## config.mk

```make
export PLATFORM = sky130hd
export DESIGN_NAME = spi_master
export DESIGN_NICKNAME = d
export VERILOG_FILES = /design/src/rtl/spi_master.sv
export SDC_FILE = /design/constraint.sdc
export NUM_CORES = 1
export LEC_CHECK = 0
export ABC_CLOCK_PERIOD_IN_PS = 1630
export CAP_MARGIN = 20
export CORE_ASPECT_RATIO = 0.6
export CORE_MARGIN = 2
export CORE_UTILIZATION = 45
export CTS_BUF_LIST = sky130_fd_sc_hd__clkbuf_2 sky130_fd_sc_hd__clkbuf_4 sky130_fd_sc_hd__clkbuf_8
export CTS_CLUSTER_DIAMETER = 100
export DETAILED_ROUTE_END_ITERATION = 6
export GPL_ROUTABILITY_DRIVEN = 0
export GPL_TIMING_DRIVEN = 0
export PLACE_DENSITY = 0.71
export SETUP_SLACK_MARGIN = 0.4
export SYNTH_ARGS = -nofsm -noshare
export SYNTH_HDL_FRONTEND = slang
export SYNTH_SLANG_ARGS = --single-unit
```

## constraint.sdc

```tcl
create_clock -name clk -period 1.63 [get_ports clk]
set_input_delay 0.2445 -clock clk [delete_from_list [all_inputs] [get_ports clk]]
set_output_delay 0.2445 -clock clk [all_outputs]
set_load 0.05 [all_outputs]
```

## src/rtl/spi_master.sv

```systemverilog
// Mode-0 SPI master, MSB first, 8-bit full duplex; 16*CLK_DIV cycles accept-to-done.
// Requests are accepted only in IDLE; strobes arriving while busy are dropped, not queued.
module spi_master #(
  parameter int CLK_DIV = 1
) (
  input  logic       clk,
  input  logic       rst,
  input  logic [7:0] in_data,
  input  logic       wr,
  input  logic       rd,
  input  logic       cs,
  output logic [7:0] out_data,
  output logic       mosi,
  input  logic       miso,
  output logic       sclk,
  output logic       busy,
  output logic       done
);

  localparam int DW = (CLK_DIV > 1) ? $clog2(CLK_DIV) : 1;
  localparam logic [DW-1:0] DIV_MAX = DW'(CLK_DIV - 1);

  typedef enum logic {IDLE, XFER} state_t;

  state_t        r_state, w_next;
  logic [7:0]    r_tx, r_rx, r_out;
  logic [2:0]    r_cnt;
  logic [DW-1:0] r_div;
  logic          r_sclk, r_mosi, r_busy, r_done;
  logic          w_accept, w_tick, w_fall, w_last;
  logic [7:0]    w_load;

  always_ff @(posedge clk) begin
    if (rst) r_state <= IDLE;
    else     r_state <= w_next;
  end

  always_comb begin
    w_next   = r_state;
    w_accept = 1'b0;
    w_tick   = 1'b0;
    w_fall   = 1'b0;
    w_last   = 1'b0;
    w_load   = wr ? in_data : 8'h00;
    case (r_state)
      IDLE: begin
        if (!cs && (wr || rd)) begin
          w_accept = 1'b1;
          w_next   = XFER;
        end
      end
      XFER: begin
        w_tick = (r_div == DIV_MAX);
        w_fall = w_tick && r_sclk;
        w_last = w_fall && (r_cnt == 3'd7);
        if (w_last) w_next = IDLE;
      end
      default: w_next = IDLE;
    endcase
  end

  always_ff @(posedge clk) begin
    if (rst) begin
      r_tx   <= 8'h00;
      r_rx   <= 8'h00;
      r_out  <= 8'h00;
      r_cnt  <= 3'd0;
      r_div  <= '0;
      r_sclk <= 1'b0;
      r_mosi <= 1'b0;
      r_busy <= 1'b0;
      r_done <= 1'b0;
    end else begin
      r_done <= 1'b0;
      if (w_accept) begin
        r_tx   <= w_load;
        r_cnt  <= 3'd0;
        r_div  <= '0;
        r_mosi <= w_load[7];
        r_busy <= 1'b1;
      end else if (r_state == XFER) begin
        r_div <= w_tick ? '0 : r_div + 1'b1;
        if (w_tick) r_sclk <= ~r_sclk;
        // Falling sclk: capture miso, then present the next MOSI bit.
        if (w_fall) begin
          r_rx   <= {r_rx[6:0], miso};
          r_tx   <= {r_tx[6:0], 1'b0};
          r_mosi <= r_tx[6];
          r_cnt  <= r_cnt + 3'd1;
        end
        if (w_last) begin
          r_out  <= {r_rx[6:0], miso};
          r_done <= 1'b1;
          r_busy <= 1'b0;
          r_mosi <= 1'b0;
          r_sclk <= 1'b0;
        end
      end
    end
  end

  assign out_data = r_out;
  assign mosi     = r_mosi;
  assign sclk     = r_sclk;
  assign busy     = r_busy;
  assign done     = r_done;

endmodule

```

==> results of run 1 <==
[cells in the mapped netlist, types with 2 or more instances]
cell type / instances
a21oi_1: 18
nand2_1: 39
dfxtp_1: 31
nand3b_1: 2
nor3_1: 3
ha_1: 2
clkbuf_1: 5
inv_1: 7
nor2_1: 4
mux2i_1: 2
a221oi_2: 7
buf_6: 2
nor2b_1: 2
o22ai_1: 7
xnor2_1: 2
buf_2: 2
[worst paths after layout]
| check | startpoint | end | slack [ns] | cells after the start |
|---|---|---|---|---|
| max reg2reg | r_state$_SDFF_PP0_ | r_tx[6]$_SDFFE_PP0P_ | 0.23 | 5 |
| max | r_state$_SDFF_PP0_ | r_tx[6]$_SDFFE_PP0P_ | 0.23 | 5 |
| min reg2reg | mosi$_SDFFE_PP0P_ | mosi$_SDFFE_PP0P_ | 0.47 | 2 |
| min | wr | r_tx[2]$_SDFFE_PP0P_ | 0.41 | 3 |
[timing repair]
item / in CTS / in global routing
resized for setup: 65 / 31
endpoints found under the setup margin: 41 / 38
hold buffers: 0 / 0
pin swaps: 14 / 6
setup buffers: 9 / 4
gates cloned: 0 / 2
[stage by stage]
step / hold slack (ns) / total power, mW
2_1_floorplan: 0.3238 / 0.9757
3_3_place_gp: 0.4472 / 1.047
3_5_place_dp: 0.4540 / 1.055
4_1_cts: 0.4663 / 1.752
5_1_grt: 0.4529 / 1.829
6_report: 0.4146 / 1.770
[power by group through the flow]
stage	Combinational [mW]	Clock, mW	Sequential, mW
final	0.278	0.690	0.801
after global routing	0.295	0.731	0.804
after CTS	0.259	0.694	0.799
after detailed placement	0.240	0	0.816
after global placement	0.233	0	0.814
after floorplan	0.137	0	0.839
[layout make-up]
class / count / area share, %
Multi-Input combinational cell: 100 / 38.02
Buffer: 9 / 4.688
Tap cell: 32 / 2.083
Sequential cell: 31 / 32.68
Timing Repair Buffer: 39 / 15.76
Inverter: 7 / 1.367
Clock buffer: 8 / 5.404
[sequential cells by signal, summed over array words and instances, names as in the netlist]
| name | flops |
|---|---|
| r_state | 1 |
| r_tx | 7 |
| sclk | 1 |
| done | 1 |
| r_cnt | 3 |
| r_div | 1 |
| out_data | 8 |
| r_rx | 7 |
| mosi | 1 |
| busy | 1 |
[critical path: stages (launching register included)]
cell	delay [ns]
dfxtp_2	0.32
buf_6	0.11
or2_1	0.21
buf_6	0.14
o21a_4	0.25
a221oi_2	0.28
[cells by family after synthesis]
group | Yosys count | synth area share [%]
adders and majority gates | 2 | 1.936
AOI/OAI and AO/OA | 35 | 20.62
buffers and inverters | 16 | 6.002
xor gates and xnor gates | 2 | 1.356
DFF | 31 | 48.02
muxes | 2 | 1.549
and+or+nand+nor | 58 | 20.52
[layer usage]
metal	share of wire [%]	vias up	track usage, %
li1	-	599	-
met1	46	582	30.90
met2	46	41	34.77
met3	6.2	8	6.195
met4	2.0	0	11.11
met5	0	-	0
==> summary.md, run 1 <==
| Metric | Value |
|---|---|
| Outcome | `finished clean` |
| Post-synthesis area per instance | `8.853 um2` |
| Top cells by area, synth | `dfxtp_1 48%, nand2_1 11%, a221oi_2 8.1%, a21oi_1 7.0%, o22ai_1 3.4%` |
| Commonest non-fill, non-tap cell in the layout | `nand2_1` |
| Least-Margin Pin Slew | `0.3516 ns` |
| Synth Register Bits | `31` |
| Placed Instances | `203` |
| Vias | `1230` |
| Vias in the first global route | `1124` |
| Final Util | `73.63%` |
| Die width | `73.19 um` |
| Max cap viols | `0` |
| Antenna violations before repair | `0` |
| Number of flops mapped to enable cells by yosys | `0` |
| Reg power frac | `45.3%` |
| VDD IR max | `0.0006009 V` |
| Net count, final | `209` |
| Io pins | `26` |
| Final Hold Violating Endpoints | `0` |
| WS Path Type | `reg -> reg` |
| Initial detailed-routing violation count | `81` |
| Final period util | `85.88%` |
| Gr usage total | `23.00%` |
| Synthesis Warnings | `0` |
| Die area | `3331 um2` |
| Comb power frac | `15.7%` |
| Mapped cell area | `1292 um2` |
| Pins Over Slew Limit | `0` |
| CTS tree | `built` |
| DRC | `0` |
| Critical path startpoint category | `register` |
| Synthesized instance count | `146` |
| Post-synthesis sequential area ratio | `48.02%` |
| Top-area cell type share of the netlist area | `48.02%` |
| Pre-CTS WS | `-0.08039 ns` |
| Fillers | `196` |
| Worst-Skew Late Latency | `0.29 ns` |
| Ys flop type | `dfxtp_1` |
| TritonRoute pass-1 iters | `4` |
| Post-route antenna net violation count | `0` |
| Non-filler cells, final | `226` |
| Worst path arrival time | `1.59 ns` |
| Wirelength per Cell | `15.71 um` |
| Distinct cells, synth | `27` |
| Clock Root Buffer | `clkbuf_8` |
| CTS Buf Count | `5` |
| Synthesis-to-layout area growth | `48.69%` |
| Core box area | `2610 um2` |
| Final setup violation count | `0` |
| First-pass GRT wire length | `5464 um` |
| Detail Placement HPWL | `2104 um` |
| Async set-or-reset flop fraction in the synthesized netlist | `0%` |
| Leading area contributor after synthesis | `dfxtp_1` |
| Vias/cell | `5.442` |
| Multi-input logic area | `730.7 um2` |
| Commonest non-fill, non-tap cells in the layout | `30 x nand2_1, 27 x dfxtp_1, 14 x buf_4, 11 x clkdlybuf4s50_1` |
| Worst Setup Slack, final | `0.2302 ns` |
| Pint | `1.315 mW` |
| Final Cell Area | `1922 um2` |
| CP Capture Type | `register` |
| Fmax | `714.4 MHz` |
| Share of cells above drive strength 1 | `42.27%` |
| Post-DP Area | `1639 um2` |
| Initial Util | `49.52%` |
| Clock transition at path regs | `0.07 ns` |
| Min Clock Period, post-route | `1.400 ns` |
| Clock power share | `39.0%` |
| Slew headroom | `76.53%` |
| Register area | `628.1 um2` |
| Port bufs | `25` |
| Rows | `14` |
| Clk buf depth | `2` |
| Crit-path max FO | `8` |
| Setup TNS | `0 ns` |
| Static leakage | `0.7453 nW` |
| Total clock sinks | `31` |
| Pin count of the biggest net entering global routing | `11` |
| H-tree depth | `2` |
| Pwr Density | `920.8 nW/um2` |
| Total Routed Length | `3551 um` |
| CP required | `1.82 ns` |
| Unrepaired setup endpoints after global routing | `true` |
| HP Class | `in -> reg` |
| Die H | `45.52 um` |
| Grt total ovfl | `0` |
| Final Skew | `0.003390 ns` |
| Diodes inserted | `0` |
| Switching Power | `0.4544 mW` |
| Syn Nets | `162` |
| Sw Ratio | `25.68%` |
Note: power is estimated with default switching activity, not from simulation.
==> run 2: changes to the inputs <==
SKIP_LAST_GASP = 1   (was not set)
==> results of run 2 <==
Same layout as run 1: the final DEF is identical, and so are final timing and power.
